==> src/rtl/fifo_push_arbiter.sv <==
// rtl/fifo_push_arbiter.sv - round-robin burst arbiter sharing one fifo push port
// Optional per-requester beat counters: define FIFO_PUSH_ARBITER_STATS_EN.
module fifo_push_arbiter #(
  parameter int NUM_REQ   = 4,
  parameter int WIDTH     = 32,
  parameter int MAX_BURST = 8
) (
  input  logic                     clk_i,
  input  logic                     rstn_i,
  input  logic [NUM_REQ-1:0]       req_valid_i,
  input  logic [NUM_REQ*WIDTH-1:0] req_data_i,
  input  logic [NUM_REQ-1:0]       req_last_i,
  output logic [NUM_REQ-1:0]       req_ready_o,
  output logic [NUM_REQ-1:0]       grant_o,
  output logic                     fifo_push_o,
  output logic [WIDTH-1:0]         fifo_push_data_o,
  input  logic                     fifo_full_i,
`ifdef FIFO_PUSH_ARBITER_STATS_EN
  input  logic                     stat_clr_i,
  output logic [NUM_REQ*32-1:0]    stat_beats_o,
`endif
  output logic                     busy_o
);

  localparam int IDX_W = (NUM_REQ > 1) ? $clog2(NUM_REQ) : 1;
  localparam int CNT_W = $clog2(MAX_BURST) + 1;

  localparam logic [0:0] ST_IDLE  = 1'b0;
  localparam logic [0:0] ST_BURST = 1'b1;

  logic [0:0]         state;
  logic [IDX_W-1:0]   owner;
  logic [IDX_W-1:0]   last_ptr;
  logic [NUM_REQ-1:0] grant_q;
  logic [CNT_W-1:0]   beat_cnt;

  logic               found;
  logic [IDX_W-1:0]   pick;
  logic [IDX_W-1:0]   cand;
  int                 idx;
  logic               in_burst;
  logic               xfer;
  logic               release_c;

  // Search starts just after the last owner so every requester gets a turn.
  always_comb begin
    found = 1'b0;
    pick  = '0;
    cand  = '0;
    idx   = 0;
    for (int i = 1; i <= NUM_REQ; i++) begin
      idx  = (int'(last_ptr) + i) % NUM_REQ;
      cand = IDX_W'(idx);
      if (!found && req_valid_i[cand]) begin
        found = 1'b1;
        pick  = cand;
      end
    end
  end

  assign in_burst  = (state == ST_BURST);
  assign xfer      = in_burst && req_valid_i[owner] && !fifo_full_i;
  assign release_c = xfer && (req_last_i[owner] || (beat_cnt == CNT_W'(MAX_BURST - 1)));

  always_comb begin
    req_ready_o = '0;
    if (in_burst) begin
      req_ready_o[owner] = !fifo_full_i;
    end
  end

  assign fifo_push_o      = xfer;
  assign fifo_push_data_o = in_burst ? req_data_i[owner*WIDTH +: WIDTH] : '0;
  assign grant_o          = grant_q;
  assign busy_o           = in_burst;

  always_ff @(posedge clk_i or negedge rstn_i) begin
    if (!rstn_i) begin
      state    <= ST_IDLE;
      owner    <= '0;
      last_ptr <= IDX_W'(NUM_REQ - 1);
      grant_q  <= '0;
      beat_cnt <= '0;
    end else begin
      case (state)
        ST_IDLE: begin
          if (found) begin
            state    <= ST_BURST;
            owner    <= pick;
            grant_q  <= NUM_REQ'(1) << pick;
            beat_cnt <= '0;
          end
        end
        default: begin
          if (xfer) begin
            beat_cnt <= beat_cnt + 1'b1;
          end
          if (release_c) begin
            state    <= ST_IDLE;
            last_ptr <= owner;
            grant_q  <= '0;
          end
        end
      endcase
    end
  end

`ifdef FIFO_PUSH_ARBITER_STATS_EN
  logic [31:0] stat_q [NUM_REQ];

  always_ff @(posedge clk_i or negedge rstn_i) begin
    if (!rstn_i) begin
      for (int i = 0; i < NUM_REQ; i++) stat_q[i] <= '0;
    end else if (stat_clr_i) begin
      for (int i = 0; i < NUM_REQ; i++) stat_q[i] <= '0;
    end else if (xfer) begin
      stat_q[owner] <= stat_q[owner] + 32'd1;
    end
  end

  for (genvar g = 0; g < NUM_REQ; g++) begin : g_stat
    assign stat_beats_o[g*32 +: 32] = stat_q[g];
  end
`endif

endmodule

==> config.mk <==
export PLATFORM = sky130hd
export DESIGN_NAME = fifo_push_arbiter
export DESIGN_NICKNAME = d
export VERILOG_FILES = /design/src/rtl/fifo_push_arbiter.sv
export SDC_FILE = /design/constraint.sdc
export NUM_CORES = 1
export LEC_CHECK = 0
export ABC_AREA = 1
export BUFFER_PORTS_ARGS = -buffer_cell sky130_fd_sc_hd__buf_2
export CAP_MARGIN = 25
export CORE_MARGIN = 1.5
export CORE_UTILIZATION = 27
export DETAILED_ROUTE_END_ITERATION = 10
export GPL_ROUTABILITY_DRIVEN = 0
export PLACE_DENSITY = 0.76
export SETUP_SLACK_MARGIN = 0.05
export SLEW_MARGIN = 20
export SYNTH_ARGS = -nofsm -noshare
export SYNTH_HDL_FRONTEND = slang
export SYNTH_SLANG_ARGS = --single-unit
==> constraint.sdc <==
create_clock -name clk_i -period 4.8 [get_ports clk_i]
set_clock_uncertainty 0.15 [all_clocks]
set_input_delay 0.48 -clock clk_i [delete_from_list [all_inputs] [get_ports clk_i]]
set_output_delay 0.48 -clock clk_i [all_outputs]
set_load 0.05 [all_outputs]
* Yosys cells after proc, flatten, opt, wreduce, memory -nomap -nowiden
Index checks and enable logic that the tools add are counted.
** Operators by class
- Reductions and logical operators :: 17
- Mux-type cells :: 33
- Shifts and indexed selects :: 2
- Divide/modulo/power cells :: 0
- Equality and inequality tests :: 3
- $mul :: 0
- Add/sub/neg operators :: 5
- Bitwise gates (word level) :: 2
- Magnitude comparators :: 6
** Operators with widths (count)
- 128-bit by 8-bit indexed part select with 32-bit output :: 1
- 32-bit 2-to-1 mux :: 1
- 4-bit 2-to-1 mux :: 7
- 2-bit by 3-bit less-than comparator with 1-bit output, second input constant :: 5
- 1-bit 2-to-1 mux :: 14
- 1-bit binary-select mux with 2-bit select :: 6
- 2-bit 2-to-1 mux :: 4
- 2-bit AND reduction :: 4
- 1-bit logical AND :: 7
- 2-bit by 1-bit adder with 2-bit output, second input constant :: 2
- 2-bit adder, second input constant :: 2
- 4-bit by 1-bit adder with 4-bit output, second input constant :: 1
- 4-bit AND :: 1
- 4-bit by 3-bit == test with 1-bit output, second input constant :: 1
- 1-bit logical NOT :: 4
- 2-bit by 1-bit != test with 1-bit output, second input constant :: 2
- 1-bit by 2-bit left shift with 4-bit output, first input constant :: 1
- 1-bit demux with 2-bit select :: 1
- 2-bit by 1-bit greater-or-equal comparator with 1-bit output, second input constant :: 1
- 2-bit nonzero test :: 1
- 1-bit logical OR :: 1
- 1-bit NOT :: 1
** Word-level totals
- Memory bits (writable) :: 0
- Register bits after elaboration :: 13
- ROM bits :: 0
- Bits in latches :: 0
- Memories kept :: 0

* Depth between registers and ports, before layout
Gate-level depths: netlist of run 1.
- Word-level depth :: 16
- Depth in mapped cells :: 13
- Mapped depth without buffers :: 12

* Least setup slack after synthesis of run 1
OpenSTA, ideal clock, no wires.
- Path type :: reg2out
- Start point :: reg owner[0]
- End point :: out fifo_push_data_o[10]
- Slack :: 2.300 ns
- Arrival time :: 1.870 ns
- Buffers on the path :: 2
- Stages on the path, launching flop included :: 6
- Cells stage by stage :: dfrtp_1 > buf_2 > nor2_4 > buf_1 > a22oi_1 > a21oi_1
** Between the ends
- Cells in the longest elaborated chain, start to end :: 2
** RTL lines
- from (decl) :: RTL line 32 : logic [IDX_W-1:0] owner;
- from (signal assigned) :: RTL line 89 : owner <= pick;
- 128-bit by 8-bit indexed part select with 32-bit output :: RTL line 73 : assign fifo_push_data_o = in_burst ? req_data_i[owner*WIDTH +: WIDTH] : '0;
- 32-bit 2-to-1 mux :: RTL line 73
- to (decl) :: RTL line 16 : output logic [WIDTH-1:0] fifo_push_data_o,
Every way passes these cells.

* Final worst setup path of run 1
- Start point :: reg owner[0]
- End point :: out fifo_push_data_o[0]
Same word-level chain as after synthesis.

==> results.md, run 1 <==
- Worst-path clk slew: 0.06 ns
- Drt first pass iters: 5
- # DRC: 0
- Max-Cap Viols: 0
- Fin crit period: 3.10 ns
- Max Buffers Root-to-Sink: 2
- Sink Count: 13
- Status: completed
- Starting DRC count in detailed routing: 89
- Syn_area_per_cell: 6.33 um^2
- Critical Path RT: 4.17 ns
- Die area: 6840 um^2
- Total wire length: 7410 um
- H-tree lvl count: 1
- Clk_lat worst skew: 0.24 ns
- Synth Flop Type: dfrtp_1
- Worst slew pin tran: 0.952 ns
- Dpl cells: 507
- Peak VDD IR: 0.492 mV
- Hold_buf cts: 1
- FP Rows: 28
- CTS root buffer: clkbuf_8
- N_diodes: 0
- Commonest non-fill, non-tap cell in the layout: buf_2
- Slew HR: 0.362
- Largest net degree at the start of global routing: 37
- Post-CTS Setup Repair Bufs: 0
- First-pass GRT wire length: 10,000 um
- Power per cell area: 839 nW/um^2
- CTS tree: built
- # IOs: 181
- Die height: 82.7 um
- Cts repair resizes: 0
- CP Data Arrival Time: 2.47 ns
- Final ANT Viol Nets: 0
- Hold path depth: 1
- Yosys warns: 0
- Worst Hold Class: flip-flop to flip-flop
- Final std cells w/o fill: 512
- Number of CTS-inserted buffers: 3
- Fin Setup TNS: 0 ns
- CP max FO: 33
- Initial Util: 0.285
- Initial antenna violation count: 0
- Fmax: 322 MHz
- Fin. max-slew vios: 0
- GRT overflow: 0
- Synthesized area: 1720 um^2
- Critical Path Sink Type: output port
- WL per Instance: 14.5 um
- Final hold violations: 0
- Leakage power: 1.50 nW
- Drt via density: 5.18
- Final setup vio count: 0
- Async SR Flop Fraction: 1.00
- Critical path startpoint category: flip-flop
- Detailed placement HPWL: 5850 um
- Sequential-to-total area share from yosys stat: 0.191
- Fin nets: 578
- Vias in the first global route: 2,195
- RSZ-0062 raised after global routing: false
- Layout cells sized above 1: 0.476
- Synth-to-layout area growth: 56.2%
- Vias: 2,654
- Synth Instances: 271
- R2R depth: 7
- All-Layer GR Usage: 0.185
- Most frequent cells in the layout: buf_2 (180), nand2_1 (66), a22oi_1 (64)
- Netlist cell types: 30
- Post-synth EDFFs: 0
- Mapped Nets: 411
- Die width: 82.7 um
- Final Cycle Share: 0.647
- #FFs+latches synth: 13
- IO buf count: 180
- Critical path class: flip-flop to output port
- Core Footprint: 6030 um^2
-- kinds of logic (layout without fill, tap and decap cells) --
family	after synthesis	count (layout)	share of synthesized area
AOI/OAI and AO/OA	107	107	0.412
adders and majority gates	1	1	0.00729
buffers and inverters	40	206	0.0985
DFF	13	13	0.191
and+or+nand+nor	110	110	0.291
-- synth_stat cells, types with 2 or more instances --
master	count	area (um^2)
a21oi_1	35	175
a22oi_1	64	480
buf_1	6	22.5
buf_4	2	15.0
clkbuf_1	9	33.8
dfrtp_1	11	275
dfstp_2	2	52.6
inv_1	11	41.3
inv_2	8	30.0
nand2_1	66	248
nand2_2	5	31.3
nand3_1	16	80.1
nor2_1	14	52.6
nor2_2	2	12.5
nor2_4	2	22.5
o21ai_1	4	20.0
-- final cells by class --
type | count | area [um^2]
clock buffer | 3 | 41.3
clock inverter | 1 | 5.00
fill | 637 | 3350
inverter | 21 | 81.3
multi-input combinational | 218 | 1220
sequential | 13 | 328
tap | 75 | 93.8
timing repair buffer | 181 | 911
-- path summary, 6_finish.rpt --
| kind | start | end | slack, ns |
|---|---|---|---|
| max | owner[0] | fifo_push_data_o[0] | 1.70 |
| min | beat_cnt[0] | beat_cnt[0] | 0.35 |
| max reg2reg | owner[0] | last_ptr[0] | 2.51 |
| min reg2reg | beat_cnt[0] | beat_cnt[0] | 0.35 |
| max in group asynchronous | rstn_i | last_ptr[1] | 3.72 |
| min in group asynchronous | rstn_i | grant_o[3] | 0.50 |
-- worst max-delay path, stage by stage, from the launching register on --
cell and delay, ns:
dfrtp_1 0.47, nand2_1 0.16, clkinv_1 0.75, a22oi_1 0.49
a21oi_1 0.10, buf_2 0.24
-- routing by layer --
metal	vias up	track usage	part of all wire
li1	1305	-	-
met1	1210	0.235	0.40
met2	129	0.326	0.50
met3	10	0.0297	0.086
met4	0	0.0417	0.012
met5	-	0	0
-- sequential cells by signal (all words and copies together) (netlist names) --
register,flops
beat_cnt,4
busy_o,1
grant_o,4
last_ptr,2
owner,2
-- power by group --
part	switching [mW]	internal, mW
registers	0.0560	0.159
logic	1.45	0.489
clock network	0.0385	0.0572
-- through the flow --
stage	setup WS (ns)	util	area, um^2	hold slack (ns)	total power [mW]
floorplan	2.30	-	1720	0.0344	1.76
global placement	1.96	0.435	2620	0.225	2.13
detailed placement	1.94	0.435	2620	0.229	2.15
CTS	1.68	0.445	2680	0.360	2.26
global route	1.52	0.445	2680	0.383	2.42
finish	1.70	0.445	2680	0.355	2.25
(Power assumes the default switching activity.)
==> run 2, diff against run 1 <==
Settings changed: PLACE_DENSITY 0.76 to 0.78.
Clock period 4.8 ns to 2.5 ns, I/O delays scaled along.
==> run 2 against run 1 <==
Die area is the same. Clock power grew 99%. Count of clock-buffer cells in the layout is the same. Register-to-register slack lost 2.1 ns. Power grew 97%. Global-route usage grew 0.52 points. Non-clock buffer count grew 5. Routed wire length grew 4.3%. Core utilization grew 0.89 points. Sequential power grew 93%. Critical path type unchanged. Largest cell class unchanged. Largest power group unchanged.
==> results.md, run 2 (synthesis results as in run 1) <==
- Status: completed
- Vias: 2,671
- # DRC: 0
- Vias in the first global route: 2,100
- Slew HR: 0.758
- Peak VDD IR: 0.890 mV
- Reg2Reg Setup Slack: 0.46 ns
- Clk_lat worst skew: 0.25 ns
- Net Sw Frac: 0.677
- IO buf count: 180
- Max stage delay on crit path: 0.45 ns
- WL per Instance: 14.9 um
- Initial Util: 0.285
- Final hold violations: 0
- RSZ-0062 raised after global routing: false
- CP max stage cell: dfrtp_1
- Critical path class: flip-flop to output port
- CP max FO: 33
- Initial antenna violation count: 0
- Fmax: 439 MHz
- P_sw: 2.99 mW
- Max Buffers Root-to-Sink: 2
- Die width: 82.7 um
- Fin Setup TNS: 0 ns
- Layout cells sized above 1: 0.484
- Fin. max-slew vios: 0
- # IOs: 181
- First-pass GRT wire length: 9890 um
- Die height: 82.7 um
- Pint: 1.42 mW
- H-tree lvl count: 1
- Synth-to-layout area growth: 59.3%
- Worst Hold Class: input port to async pin
- R2R Path Start: last_ptr[0]
- Max-Cap Viols: 0
- Power per cell area: 1620 nW/um^2
- Starting DRC count in detailed routing: 157
- Critical-path cell list: nand2_1, clkinv_1, buf_4, a22oi_1, a21oi_1, buf_2
- Dpl cells: 511
- GRT overflow: 0
- N_diodes: 0
- Drt first pass iters: 5
- Number of CTS-inserted buffers: 3
- Critical Path Sink Type: output port
- Final setup vio count: 0
- All-Layer GR Usage: 0.190
- Clock group share of total power: 0.043
- Worst slew pin tran: 0.363 ns
- Sink Count: 13
- Commonest non-fill, non-tap cell in the layout: buf_2
- Die area: 6840 um^2
- CP Data Arrival Time: 1.88 ns
- CTS tree: built
- FP Rows: 28
- Drt via density: 5.17
- Critical Path RT: 2.10 ns
- CTS root buffer: clkbuf_8
- Worst-path clk slew: 0.06 ns
- Final std cells w/o fill: 517
- Most frequent cells in the layout: buf_2 (180), nand2_1 (66), a22oi_1 (64)
- Fin crit period: 2.28 ns
- Critical path startpoint category: flip-flop
- R2R depth: 11
- Gate power share: 0.863
- Seq pwr share: 0.094
- Detailed placement HPWL: 6240 um
- Largest net degree at the start of global routing: 34
- Final Cycle Share: 0.912
- Fin nets: 583
- Core Footprint: 6030 um^2
- Total wire length: 7730 um
- Worst r2r dst: beat_cnt[2]
- Final ANT Viol Nets: 0
- Leakage power: 1.53 nW
==> run 2: worst max-delay path by stage <==
stage	from	to	slack, ns	cells after the start
final	owner[1]	fifo_push_data_o[21]	0.22	6
after global routing	owner[1]	fifo_push_data_o[21]	0.08	6
after CTS	owner[0]	fifo_push_data_o[21]	0.06	5
after detailed placement	owner[0]	fifo_push_data_o[21]	0.34	5
after global placement	owner[0]	fifo_push_data_o[21]	0.41	5
after floorplan	owner[0]	fifo_push_data_o[10]	0.23	5
==> run 2: area by class of cell <==
cell class / count / area, um^2
fill: 614 / 3290
multi-input combinational: 218 / 1220
timing repair buffer: 186 / 961
sequential: 13 / 329
tap: 75 / 93.8
inverter: 21 / 83.8
clock buffer: 3 / 41.3
clock inverter: 1 / 5.00
==> run 2: power groups by stage <==
stage / Combinational [mW] / Sequential [mW] / Clock [mW]
6_report: 3.81 / 0.416 / 0.190
5_1_grt: 4.08 / 0.431 / 0.203
3_3_place_gp: 3.74 / 0.410 / 0
4_1_cts: 3.79 / 0.412 / 0.194
3_5_place_dp: 3.78 / 0.415 / 0
2_1_floorplan: 2.94 / 0.438 / 0
==> run 2: routing by layer <==
metal	up-vias	share of wire	global-route usage
met3	15	0.075	0.0319
met2	129	0.50	0.324
met1	1211	0.41	0.234
met5	-	0	0
li1	1316	-	-
met4	0	0.021	0.0833
==> run 2: metrics by stage <==
stage / setup WS (ns) / power (mW) / hold slack (ns) / utilization / area (um^2)
finish: 0.220 / 4.42 / 0.259 / 0.453 / 2730
global route: 0.0777 / 4.71 / 0.309 / 0.453 / 2730
CTS: 0.0628 / 4.40 / 0.260 / 0.452 / 2720
detailed placement: 0.336 / 4.19 / -0.00248 / 0.442 / 2670
global placement: 0.410 / 4.15 / -0.00291 / 0.442 / 2670
floorplan: 0.230 / 3.37 / -0.196 / - / 1720
==> run 2: repair_timing <==
item,CTS,global route
hold buffers,1,0
resized for setup,0,3
endpoints found under the hold margin,13,0
setup buffers,0,1
setup endpoints to repair,0,32
==> run 2: critical path, delay by kind of cell (launching register included) <==
kind	cells	cell delay (ns)
DFF	1	0.45
buffers and inverters	3	0.68
and+or+nand+nor	1	0.16
AOI/OAI and AO/OA	2	0.34
==> run 3, diff against run 2 <==
Settings changed: ABC_AREA 1 to 0, CORE_UTILIZATION 27 to 32, PLACE_DENSITY 0.78 to 0.88.
==> run 3 against run 2 <==
Worst hold slack improved by 0.0035 ns. Synthesized area rose by 1.1%. Routed wire length fell by 20%. Non-clock buffer count did not move. Power fell by 13%. Register-to-register slack improved by 0.02 ns. Fmax fell by 1.3%. Final area rose by 0.82%. Worst setup slack got worse by 0.031 ns. Synthesized cell count fell by 44%. Global-route usage rose by 2.0 points. Largest power group unchanged.
==> results.md, run 3 <==
- Status: completed
- Drt via density: 5.08
- Power per cell area: 1400 nW/um^2
- IO buf count: 180
- Sink Count: 13
- Largest net degree at the start of global routing: 40
- Die width: 76.6 um
- Die area: 5870 um^2
- Vias in the first global route: 2,119
- Fill cells: 468
- #FFs+latches synth: 13
- N_diodes: 0
- Synth-to-layout area growth: 58.9%
- Synth Instances: 151
- Syn_area_per_cell: 11.5 um^2
- Clk_lat worst skew: 0.25 ns
- Worst Hold Class: input port to async pin
- # DRC: 0
- Critical path startpoint category: flip-flop
- Commonest non-fill, non-tap cell in the layout: buf_2
- Max-Cap Viols: 0
- First-pass GRT wire length: 9920 um
- Initial Util: 0.335
- H-tree lvl count: 1
- Starting DRC count in detailed routing: 69
- Fin. max-slew vios: 0
- Final Cycle Share: 0.924
- Synth top area share: 0.442
- FP Rows: 26
- Netlist cell types: 39
- FF/Latch Area: 329 um^2
- Fmax: 433 MHz
- Max Buffers Root-to-Sink: 2
- Final ANT Viol Nets: 0
- Critical-path cell list: buf_12, mux4_2, nand2_2, inv_2, buf_2
- Synthesized area: 1730 um^2
- Multi-input logic area: 1310 um^2
- Post-synth EDFFs: 0
- Number of CTS-inserted buffers: 3
- Area leader, netlist: mux4_2
- Worst slew pin tran: 0.404 ns
- CTS tree: built
- Core Footprint: 5170 um^2
- Drt first pass iters: 4
- Async SR Flop Fraction: 1.00
- RSZ-0062 raised after global routing: false
- Max stage delay on crit path: 0.57 ns
- Leakage power: 1.37 nW
- WL per Instance: 15.6 um
- Initial antenna violation count: 0
- Total wire length: 6210 um
- Final Total Pwr: 3.85 mW
- Final hold violations: 0
- Die height: 76.6 um
- Peak VDD IR: 0.825 mV
- Detailed placement HPWL: 5280 um
- GRT overflow: 0
- Worst-path clk slew: 0.06 ns
- Yosys warns: 0
- CP max stage cell: mux4_2
- Most frequent cell after synthesis: mux4_2
- All-Layer GR Usage: 0.211
- Critical Path Sink Type: output port
- Sequential-to-total area share from yosys stat: 0.189
- Cts repair resizes: 0
- CTS root buffer: clkbuf_8
- # IOs: 181
- Vias: 2,022
- Synth Flop Type: dfrtp_1
- Fin nets: 469
- Top post-synthesis cells by count: mux4_2 (34), and2_1 (32), dfrtp_1 (11)
- Critical path class: flip-flop to output port
- Layout cells sized above 1: 0.704
- Critical Path RT: 2.10 ns
- Fin crit period: 2.31 ns
- Slew HR: 0.729
- Final setup vio count: 0
- Top cells by area, synth: mux4_2 (44%), dfrtp_1 (16%), and2_1 (12%), dfstp_2 (3.0%), nand2_1 (2.2%)
- CP Data Arrival Time: 1.91 ns
- Most frequent cells in the layout: buf_2 (180), mux4_2 (34), and2_1 (32)
- CP max FO: 39
- Fin Setup TNS: 0 ns
- Mapped Nets: 291
-- run 3: path summary, 6_finish.rpt --
path,start,endpoint,slack (ns),depth (start not counted)
max,owner[0],fifo_push_o,0.19,5
min,rstn_i,grant_o[2],0.26,2
min in group clk_i,req_valid_i[2],owner[1],0.30,4
max reg2reg,owner[0],last_ptr[0],0.48,5
min reg2reg,beat_cnt[3],beat_cnt[3],0.33,1
max in group asynchronous,rstn_i,last_ptr[0],1.66,2
-- run 3: what timing repair did --
| item | CTS | global route |
|---|---|---|
| endpoints found under the hold margin | 13 | 0 |
| setup buffers | 0 | 0 |
| hold buffers | 1 | 0 |
-- run 3: per-stage QoR --
step	instance area (um^2)	hold WS [ns]	setup WS, ns	std cells	util
after floorplan	1730	-0.196	-0.475	151	-
after global placement	2700	-0.00308	0.456	393	0.522
after detailed placement	2700	0.00370	0.421	393	0.522
after CTS	2760	0.270	0.144	398	0.533
after global routing	2760	0.289	0.0592	398	0.533
final	2760	0.263	0.189	398	0.533
-- run 3: final cells by class --
| type | count | area share |
|---|---|---|
| clock buffers | 4 | 0.0163 |
| well taps | 70 | 0.0318 |
| repair buffers | 186 | 0.349 |
| flip-flops and latches | 13 | 0.119 |
| inverters | 5 | 0.00681 |
| multi-input cells | 120 | 0.477 |
-- run 3: routing by layer --
metal  vias to the layer above  global-route usage  wire [um]
li1                        942                   -          -
met4                         0              0.0759        160
met5                         -                   0          0
met2                        98               0.387       3250
met3                        15              0.0287        332
met1                       967               0.249       2470
-- run 3: power by group --
group	leakage, nW	internal [mW]	switching [mW]
combinational	1.19	1.14	2.11
clock	0.0228	0.113	0.0825
sequential	0.158	0.313	0.0904
total	1.37	1.57	2.28
-- run 3: logic make-up (layout without fill, tap and decap cells) --
family,after synthesis,in the layout,share of synthesized area
AOI/OAI and AO/OA,18,18,0.0794
adders and majority gates,1,1,0.00721
buffers and inverters,18,195,0.0534
DFF,13,13,0.189
muxes,37,37,0.462
and+or+nand+nor,64,64,0.209
-- run 3: critical path: cells and delay by family, from the launching register on --
| family | cells | cell delay [ns] |
|---|---|---|
| mux | 1 | 0.57 |
| flops | 1 | 0.37 |
| simple gates | 1 | 0.20 |
| buf+inv | 3 | 0.52 |
